File: src/rtl/ptload_ctrl.sv
`default_nettype none
// ============================================================================
// Module   : ptload_ctrl
// Purpose  : Page-table loader. Fetches a run of 16-bit PTEs over a req/ack
//            read port and writes them into the paging unit through WE/WPTI/WPTE
//            with one cycle of setup and hold around every WE strobe.
// Options  : define PTLOAD_TIMEOUT_EN to abort a read after TIMEOUT wait cycles
//            and report it on Err; otherwise Err is tied low.
// Revision : 1.0 - initial release
// ============================================================================
module ptload_ctrl #(
    parameter int TIMEOUT = 255
) (
    input  logic        Clk,
    input  logic        Rst,
    input  logic        Start,
    input  logic [19:0] BaseAddr,
    input  logic [5:0]  StartIdx,
    input  logic [6:0]  Count,
    output logic        MemReq,
    output logic [19:0] MemAddr,
    input  logic        MemAck,
    input  logic [15:0] MemData,
    output logic        WE,
    output logic [5:0]  WPTI,
    output logic [15:0] WPTE,
    output logic        Busy,
    output logic        Done,
    output logic        Err
);

    typedef enum logic [2:0] {
        S_IDLE   = 3'd0,
        S_REQ    = 3'd1,
        S_SETUP  = 3'd2,
        S_STROBE = 3'd3,
        S_HOLD   = 3'd4,
        S_DONE   = 3'd5
    } state_t;

    state_t      state, state_nxt;
    logic [19:0] base_addr, base_addr_nxt;
    logic [5:0]  start_idx, start_idx_nxt;
    logic [6:0]  count_lat, count_lat_nxt;
    logic [6:0]  k, k_nxt;
    logic [6:0]  k_inc;
    logic [6:0]  count_clamped;

    logic        mem_req_nxt;
    logic [19:0] mem_addr_nxt;
    logic        we_nxt;
    logic [5:0]  wpti_nxt;
    logic [15:0] wpte_nxt;
    logic        busy_nxt;
    logic        done_nxt;

    if (TIMEOUT < 1 || TIMEOUT > 255) begin : g_timeout_range_check
        $error("ptload_ctrl: TIMEOUT must lie in 1..255");
    end

`ifdef PTLOAD_TIMEOUT_EN
    localparam logic [7:0] WAIT_LAST = 8'(TIMEOUT - 1);
    logic [7:0] wait_cnt, wait_cnt_nxt;
    logic       err_nxt;
`endif

    assign count_clamped = (Count > 7'd64) ? 7'd64 : Count;
    assign k_inc         = k + 7'd1;

    always_comb begin
        state_nxt     = state;
        base_addr_nxt = base_addr;
        start_idx_nxt = start_idx;
        count_lat_nxt = count_lat;
        k_nxt         = k;
        mem_req_nxt   = MemReq;
        mem_addr_nxt  = MemAddr;
        we_nxt        = 1'b0;
        wpti_nxt      = WPTI;
        wpte_nxt      = WPTE;
        busy_nxt      = Busy;
        done_nxt      = 1'b0;
`ifdef PTLOAD_TIMEOUT_EN
        wait_cnt_nxt  = wait_cnt;
        err_nxt       = Err;
`endif
        case (state)
            S_IDLE: begin
                if (Start) begin
                    base_addr_nxt = BaseAddr;
                    start_idx_nxt = StartIdx;
                    count_lat_nxt = count_clamped;
                    k_nxt         = 7'd0;
`ifdef PTLOAD_TIMEOUT_EN
                    err_nxt       = 1'b0;
                    wait_cnt_nxt  = 8'd0;
`endif
                    if (count_clamped == 7'd0) begin
                        state_nxt = S_DONE;
                        done_nxt  = 1'b1;
                        busy_nxt  = 1'b0;
                    end else begin
                        state_nxt    = S_REQ;
                        mem_req_nxt  = 1'b1;
                        mem_addr_nxt = BaseAddr;
                        busy_nxt     = 1'b1;
                    end
                end
            end
            S_REQ: begin
                // Read data goes straight to WPTE so it is already stable in SETUP.
                if (MemAck) begin
                    mem_req_nxt = 1'b0;
                    wpte_nxt    = MemData;
                    wpti_nxt    = start_idx + k[5:0];
                    state_nxt   = S_SETUP;
                end
`ifdef PTLOAD_TIMEOUT_EN
                else if (wait_cnt == WAIT_LAST) begin
                    mem_req_nxt = 1'b0;
                    err_nxt     = 1'b1;
                    state_nxt   = S_DONE;
                    done_nxt    = 1'b1;
                    busy_nxt    = 1'b0;
                end else begin
                    wait_cnt_nxt = wait_cnt + 8'd1;
                end
`endif
            end
            S_SETUP: begin
                we_nxt    = 1'b1;
                state_nxt = S_STROBE;
            end
            S_STROBE: begin
                state_nxt = S_HOLD;
            end
            S_HOLD: begin
                k_nxt = k_inc;
                if (k_inc == count_lat) begin
                    state_nxt = S_DONE;
                    done_nxt  = 1'b1;
                    busy_nxt  = 1'b0;
                end else begin
                    state_nxt    = S_REQ;
                    mem_req_nxt  = 1'b1;
                    mem_addr_nxt = base_addr + {13'd0, k_inc};
`ifdef PTLOAD_TIMEOUT_EN
                    wait_cnt_nxt = 8'd0;
`endif
                end
            end
            S_DONE: begin
                state_nxt = S_IDLE;
            end
            default: begin
                state_nxt = S_IDLE;
            end
        endcase
    end

    always_ff @(posedge Clk) begin
        if (Rst) begin
            state     <= S_IDLE;
            base_addr <= 20'd0;
            start_idx <= 6'd0;
            count_lat <= 7'd0;
            k         <= 7'd0;
            MemReq    <= 1'b0;
            MemAddr   <= 20'd0;
            WE        <= 1'b0;
            WPTI      <= 6'd0;
            WPTE      <= 16'd0;
            Busy      <= 1'b0;
            Done      <= 1'b0;
        end else begin
            state     <= state_nxt;
            base_addr <= base_addr_nxt;
            start_idx <= start_idx_nxt;
            count_lat <= count_lat_nxt;
            k         <= k_nxt;
            MemReq    <= mem_req_nxt;
            MemAddr   <= mem_addr_nxt;
            WE        <= we_nxt;
            WPTI      <= wpti_nxt;
            WPTE      <= wpte_nxt;
            Busy      <= busy_nxt;
            Done      <= done_nxt;
        end
    end

`ifdef PTLOAD_TIMEOUT_EN
    always_ff @(posedge Clk) begin
        if (Rst) begin
            wait_cnt <= 8'd0;
            Err      <= 1'b0;
        end else begin
            wait_cnt <= wait_cnt_nxt;
            Err      <= err_nxt;
        end
    end
`else
    assign Err = 1'b0;
`endif

endmodule

`default_nettype wire

File: config.mk
export PLATFORM = sky130hd
export DESIGN_NAME = ptload_ctrl
export DESIGN_NICKNAME = d
export VERILOG_FILES = /design/src/rtl/ptload_ctrl.sv
export SDC_FILE = /design/constraint.sdc
export NUM_CORES = 1
export LEC_CHECK = 0
export CAP_MARGIN = 20
export CELL_PAD_IN_SITES_DETAIL_PLACEMENT = 1
export CELL_PAD_IN_SITES_GLOBAL_PLACEMENT = 2
export CORE_MARGIN = 8
export CORE_UTILIZATION = 26
export CTS_CLUSTER_DIAMETER = 50
export DETAILED_ROUTE_END_ITERATION = 6
export PLACE_DENSITY_LB_ADDON = 0.1
export SETUP_SLACK_MARGIN = 0.5
export SYNTH_ARGS = -nofsm -noshare
export SYNTH_HDL_FRONTEND = slang
export SYNTH_SLANG_ARGS = --single-unit
File: constraint.sdc
create_clock -name Clk -period 2.6 [get_ports Clk]
set_input_delay 0.39 -clock Clk [delete_from_list [all_inputs] [get_ports Clk]]
set_output_delay 0.39 -clock Clk [all_outputs]
set_load 0.03 [all_outputs]
After elaboration in Yosys (flattened, before gate mapping)
Cells that the tools add are included.

word-level totals
  input bits = 53
  output and inout bits = 47
  word-level logic and storage cells = 63
  flip-flop bits (word level) = 89

operators by class
  add/sub/neg operators = 3
  reductions and logical operators = 11
  magnitude comparators = 1
  multiplexer cells = 26
  equality and inequality tests = 10

operators with widths
  cell                                                             count
  20-bit two-way mux                                               3
  20-bit case mux with 2 select lines                              1
  20-bit by 7-bit adder with 20-bit output                         1
  3-bit case mux with 5 select lines                               1
  7-bit two-way mux                                                2
  7-bit case mux with 2 select lines                               1
  3-bit two-way mux                                                4
  1-bit two-way mux                                                11
  2-bit inequality test, second input constant                     5
  2-bit AND reduction                                              4
  7-bit by 1-bit adder with 7-bit output, second input constant    1
  7-bit == test                                                    1
  7-bit > comparator, second input constant                        1
  7-bit logical NOT                                                1
  6-bit adder                                                      1
  3-bit by 2-bit == test with 1-bit output, second input constant  2
  5-bit AND reduction                                              1
  1-bit case mux with 2 select lines                               2
  4-bit AND reduction                                              1
  3-bit by 1-bit == test with 1-bit output, second input constant  1
  3-bit == test, second input constant                             1
  3-bit logical NOT                                                1
  1-bit case mux with 3 select lines                               1
  3-bit AND reduction                                              1
  other kinds (2)                                                  2

Logic depth before layout (Yosys ltp)
Gate-level depths: netlist (run 1).

  depth in word-level cells = 6
  mapped depth = 11
  mapped depth without buffers = 11

Worst setup path before layout (run 1)
Ideal clock, no wire load.

  path kind = reg-to-reg
  start point = register k[0]
  end point = register MemAddr[19]
  buffers on the path = 0
  data required time = 2528 ps
  cell stages (with the launch flop) = 12
  setup time = 72 ps
  path slack = -42 ps
  period minus slack after synthesis = 2642 ps
  arrival = 2571 ps
  cells stage by stage = dfxtp_1 ha_1 nand2_1 nor2_1 xor2_1 ha_1 a21oi_1 a21oi_1 nand2_1 or3_1 a311o_1 mux2i_1

on the way
  word-level cells in the longest chain between the ends = 4
  elaborated cells between the ends (all ways) = 7
  classes of those cells = add/sub: 2; eq/ne: 2; mux: 2; reduce/logical: 1

RTL lines
  what                                                                        RTL line  text
  from (decl)                                                                 45        logic [6:0] k, k_nxt;
  from (signal assigned)                                                      180       k <= k_nxt;
  7-bit by 1-bit adder with 7-bit output *                                    68        assign k_inc = k + 7'd1;
  20-bit by 7-bit adder with 20-bit output or 7-bit == test (tied branches)   146, 139
  20-bit two-way mux or 2-bit inequality test (tied branches)                 -
  20-bit case mux with 2 select lines or 4-bit AND reduction (tied branches)  -
  to (signal assigned)                                                        182       MemAddr <= mem_addr_nxt;
  to (decl)                                                                   21        output logic [19:0] MemAddr,

Mark *: on every way between the ends. The rest lies on a longest branch, timed or not. The select of a mux whose other input is x is not followed.
A chain may end at the register's enable or synchronous reset.

Worst setup path in the final report (run 1)
  start point = register k[2]
  end point = register MemAddr[15]

Same word-level chain as after synthesis.

==> flow_summary.ini, run 1 <==
[status]
outcome = finished, final reports clean

[power]
vdd_drop_max_uv = 304
pwr_density_cell_nw_per_um2 = 573
power_mw = 3.81
leakagePower_nw = 2.55

[yosys]
syn-cell-area_um2 = 4390
yosys-top-cells-area = dfxtp_1 (41%), nand2_1 (11%), a21oi_1 (8.0%)
async_flop_share = 0
synth_top_cell_area_share = 0.406
synth_nets = 604
synth_warnings = 0
yosysSeqAreaShare = 0.406
yosys_most_used_dff = dfxtp_1
synth.most_common_cell = nand2_1
synth_edf_count = 0
yosysTopAreaCell = dfxtp_1
avgSynthCellArea_um2 = 8.19
synth_commonest_cells = nand2_1 (133), dfxtp_1 (89), a21oi_1 (70), nor2_1 (31), clkbuf_1 (25)
ys_types = 51
synthCells = 536
ys_seq_elements = 89

[floorplan]
start_util = 0.266
fp-row-count = 47
io_pins = 100
dieArea_um2 = 21300
die_y_um = 146
coreArea_um2 = 16500
die_x_um = 146

[drt]
wl_met3_um = 581
wl_mm = 15.8
drc = 0
vias = 4294
ant_nets = 0
top_layer_used = met4
wl_per_cell_um = 17.6
wl_met2_mm = 7.83
drt-vias-per-instance = 4.80
dr.first_iter.drc_count = 130
first_pass_iters = 4
wl_met1_mm = 7.12

[sta]
drv_slew = 0
rsz0062_at_grt = yes
max_clock_freq_mhz = 400
relSlewSlack = 0.494
fin_crit_sh = 0.961
worst_slew_pin_slew_ns = 0.758
tns_ns = 0
finClkSkew_ns = 0.00659
setup_viol = 0
setup_ws_ns = 0.100
min_period_ns = 2.50
holdWs_ns = 0.452
hold_viol_final = 0

[clock_network]
cts_buffer_depth = 2
htree_levels = 3
postCtsHoldBufs = 0
clk_pin_slew_ns = 0.07
cts-buffers-inserted = 9
clock_sinks = 89
clkLatencyLatePin_ns = 0.35
root_buffer = clkbuf_16
cts_tree = yes

[layout]
final_cells = 895
fillers = 1908
fin_util = 0.402
diodes = 0
drive_gt1_frac = 0.190
area_growth_pct = 51.5
fin_area_um2 = 6650
final_nets = 738

[place]
port_buffers = 98
placed_area_um2 = 5840
place_ws_ns = 0.0307
place_congestion = 0.764
dp_hpwl_mm = 11.0
placed_cells = 854

[global_routing]
grt_pass1_vias = 4536
overflow = 0
grt_pass1_wl_mm = 25.1
antenna_found_initial = 0
grt.total_usage = 0.147
grt_start_max_net_pins = 45

[worst_setup_path]
critical_path_class = reg2reg
cp_max_fo = 5
cp_slowest_stage_delay_ns = 0.38
arrival_ns = 2.74
critical_path.startpoint_type = flip-flop
cpMaxStageDelayCell = dfxtp_4
critPathCaptureType = flip-flop
crit_required_ns = 2.84
crit_path_cell_trace = buf_4, and3_4, xor2_4, ha_4, buf_4, a21oi_2, o211ai_2, buf_6, nand3_1, xnor2_1, o211a_1, a31o_2
crit_top_cell = buf_4

[flow_run]
cap_viol_max_count = 0

[min_path]
hp-class = reg2reg
sequential cells by signal, summed over array words and instances, names as in the netlist:
register / count
WPTI: 6
start_idx: 6
Busy: 1
Done: 1
k: 7
MemAddr: 20
WPTE: 16
WE: 1
base_addr: 20
MemReq: 1
count_lat: 7
state: 3
repair_timing:
action | 4_1_cts | 5_1_grt
pin swaps | 22 | 19
endpoints found under the setup margin | 20 | 20
buffers inserted | 16 | 8
resized for setup | 31 | 17
gates cloned | 1 | 0
layout make-up:
type	instances	area (um^2)	share of cell area
Multi-Input combinational cell	407	2720	0.408
Clock inverter	6	105	0.0158
Timing Repair Buffer	154	1480	0.223
Tap cell	220	275	0.0414
Sequential cell	89	1800	0.270
Inverter	9	33.8	0.00508
Clock buffer	10	239	0.0359
logic make-up after synthesis:
kind of cell               synth area share
buffers and inverters                0.0382
muxes                               0.00712
and+or+nand+nor                       0.226
DFF                                   0.406
AOI/OAI and AO/OA                     0.201
xor gates and xnor gates             0.0744
other                              0.000854
adders and majority gates            0.0462
layout by cell type, fill, tap and decap left out, types with 7 or more instances in the layout:
cell and n:
nand2_1 131, clkdlybuf4s50_1 97, dfxtp_1 84, a21oi_1 65, buf_4 44, nor2_1 29, xnor2_1 17, nand3b_1 13
o21ai_0 12, inv_1 9, nand3_1 9, o211ai_1 9, clkbuf_16 9, buf_6 8, nand2b_1 7, a311oi_2 7
ha_1 7
layer usage:
metal | up-vias | GRT usage
li1 | 2114 | -
met1 | 2094 | 0.176
met2 | 70 | 0.257
met3 | 16 | 0.0271
met4 | 0 | 0.0515
met5 | - | 0
power by group:
group          internal [mW]  switching [mW]
combinational          0.351           0.403
clock                  0.961           0.572
sequential              1.45          0.0737
total                   2.76            1.05
path summary, 6_finish.rpt:
path	start	to	slack, ns	cells past startpoint
worst max register to register	k[2]	MemAddr[15]	0.10	12
worst min-delay path	WPTE[14]	WPTE[14]	0.45	2
worst max-delay path	k[2]	MemAddr[15]	0.10	12
worst min register to register	WPTE[14]	WPTE[14]	0.45	2
worst max-delay path, delay by kind of cell (launching register included):
kind                     cells  cell delay (ns)
adder cells (fa/ha/maj)      1             0.23
XOR/XNOR                     2             0.26
AND/OR/NAND/NOR              2             0.32
buffers and inverters        3             0.45
AO/OA/AOI/OAI                4             0.74
flip-flops                   1             0.38
Power figures use the tool's default switching activity.
==> inputs of run 2 (changes only) <==
--- a/config.mk
+++ b/config.mk
@@ -5,6 +5,7 @@
 export SDC_FILE = /design/constraint.sdc
 export NUM_CORES = 1
 export LEC_CHECK = 0
+export ABC_CLOCK_PERIOD_IN_PS = 2600
 export CAP_MARGIN = 20
 export CELL_PAD_IN_SITES_DETAIL_PLACEMENT = 1
 export CELL_PAD_IN_SITES_GLOBAL_PLACEMENT = 2
@@ -13,6 +14,7 @@
 export CTS_CLUSTER_DIAMETER = 50
 export DETAILED_ROUTE_END_ITERATION = 6
 export PLACE_DENSITY_LB_ADDON = 0.1
+export RECOVER_POWER = 100
 export SETUP_SLACK_MARGIN = 0.5
 export SYNTH_ARGS = -nofsm -noshare
 export SYNTH_HDL_FRONTEND = slang
==> run 2 against run 1 <==
Against the previous run: clock skew barely moved; sequential cell count did not move; setup slack lost 0.0019 ns; via count down 0.16%; final cell count stayed put; critical path type unchanged; largest cell class unchanged.
==> flow_summary.ini, run 2 (synthesis results as in run 1) <==
[layout]
multi_input_area_um2 = 2710
mostFrequentLayoutCells = nand2_1 (131), dfxtp_1 (84), a21oi_1 (65)
drive_gt1_frac = 0.182
diodes = 0
layout_commonest_cell = nand2_1
area_growth_pct = 50.8
largestRegisters = MemAddr (20), base_addr (20), WPTE (16)
fin_area_um2 = 6620
seqCellArea_um2 = 1800
fillers = 1912
final_nets = 738

[floorplan]
io_pins = 100
die_x_um = 146
start_util = 0.266
fp-row-count = 47
dieArea_um2 = 21300
coreArea_um2 = 16500
die_y_um = 146

[sta]
rsz0062_at_grt = yes
max_clock_freq_mhz = 400
fin_crit_sh = 0.962
drv_slew = 0
setup_viol = 0
min_period_ns = 2.50
hold_viol_final = 0
worst_slew_pin_slew_ns = 1.02
tns_ns = 0
relSlewSlack = 0.323
finClkSkew_ns = 0.00705

[clock_network]
root_buffer = clkbuf_16
postCtsHoldBufs = 0
cts_tree = yes
htree_levels = 3
cts-buffers-inserted = 9
clk_pin_slew_ns = 0.07
cts_buffer_depth = 2
clock_sinks = 89
clkLatencyLatePin_ns = 0.35

[global_routing]
antenna_found_initial = 0
grt_pass1_vias = 4536
grt_pass1_wl_mm = 25.1
overflow = 0
grt_start_max_net_pins = 45
grt.total_usage = 0.147

[worst_setup_path]
critPathCaptureType = flip-flop
critical_path.startpoint_type = flip-flop
r2r-end = MemAddr[15]
critical_path_class = reg2reg
crit_required_ns = 2.84
worst_r2r_path_depth = 12
cp_max_fo = 5
r2r_slack_ns = 0.1
rr_startpoint = k[1]
arrival_ns = 2.74

[status]
outcome = finished, final reports clean

[drt]
wl_per_cell_um = 17.6
vias = 4287
drt-vias-per-instance = 4.79
drc = 0
dr.first_iter.drc_count = 154
first_pass_iters = 4
wl_mm = 15.7
ant_nets = 0

[min_path]
min_from = WPTE[14]
hp-class = reg2reg
whs_endpoint = WPTE[14]
min_path_cells = 2

[place]
port_buffers = 98
place_congestion = 0.764
dp_hpwl_mm = 11.0
placed_area_um2 = 5840

[power]
leakagePower_nw = 2.66
pwr_density_cell_nw_per_um2 = 571
vdd_drop_max_uv = 303

[flow_run]
cap_viol_max_count = 0
## run 2: cell types whose count changed in the layout (fill, tap and decap cells not counted), sizes merged
cell,previous run,this run
dlygate4sd3,0,46
buf,57,50
clkbuf,10,17
clkdlybuf4s50,97,51
## run 2: cell type report
type                            count  share of cell area
Clock buffer                       10              0.0361
Clock inverter                      6              0.0159
Inverter                            9             0.00510
Multi-Input combinational cell    407               0.409
Sequential cell                    89               0.271
Tap cell                          220              0.0416
Timing Repair Buffer              154               0.221
## run 2: worst max path at each step
stage / endpoint / slack [ns] / cells after the start / start
2_1_floorplan: MemAddr[19] / 0.18 / 10 / k[0]
3_3_place_gp: MemAddr[18] / 0.11 / 10 / k[2]
3_5_place_dp: MemAddr[18] / 0.03 / 10 / k[2]
4_1_cts: MemAddr[18] / 0.12 / 10 / k[0]
5_1_grt: MemAddr[15] / -0.01 / 12 / k[1]
6_report: MemAddr[15] / 0.1 / 12 / k[1]
## run 2: power breakdown
| group | internal (mW) | switching [mW] | total [mW] |
|---|---|---|---|
| sequential | 1.45 | 0.0707 | 1.52 |
| combinational | 0.327 | 0.402 | 0.729 |
| clock | 0.961 | 0.573 | 1.53 |
## run 2: what timing repair did
action                                  4_1_cts  5_1_grt
endpoints found under the setup margin       20       20
gates resized for setup                      31       17
setup buffers                                16        8
gates cloned                                  1        0
pin swaps                                    22       19
## run 2: layer usage
layer / vias to the layer above / GRT usage / wire length, um
li1: 2120 / - / -
met1: 2086 / 0.176 / 7160
met2: 65 / 0.257 / 7800
met3: 16 / 0.0271 / 551
met4: 0 / 0.0515 / 240
met5: - / 0 / 0
## run 2: through the flow
stage | worst slack (ns) | total power [mW] | hold slack (ns) | std cells | utilization
4_1_cts | 0.119 | 3.87 | 0.456 | 887 | 0.393
3_5_place_dp | 0.0307 | 2.27 | 0.447 | 854 | 0.353
3_3_place_gp | 0.105 | 2.26 | 0.442 | 854 | 0.353
2_1_floorplan | 0.177 | 1.93 | 0.432 | 536 | -
5_1_grt | -0.0107 | 3.97 | 0.469 | 895 | 0.401
6_report | 0.0984 | 3.78 | 0.449 | 895 | 0.401
## run 2: worst max-delay path, cell delays in order (launching register included)
cell and delay (ns):
dfxtp_4 0.38, ha_4 0.17, and3_4 0.23, xor2_4 0.18
ha_4 0.23, buf_4 0.13, a21oi_2 0.19, o211ai_2 0.15
buf_6 0.16, nand3_1 0.09, xnor2_1 0.08, o211a_1 0.20
a31o_2 0.20
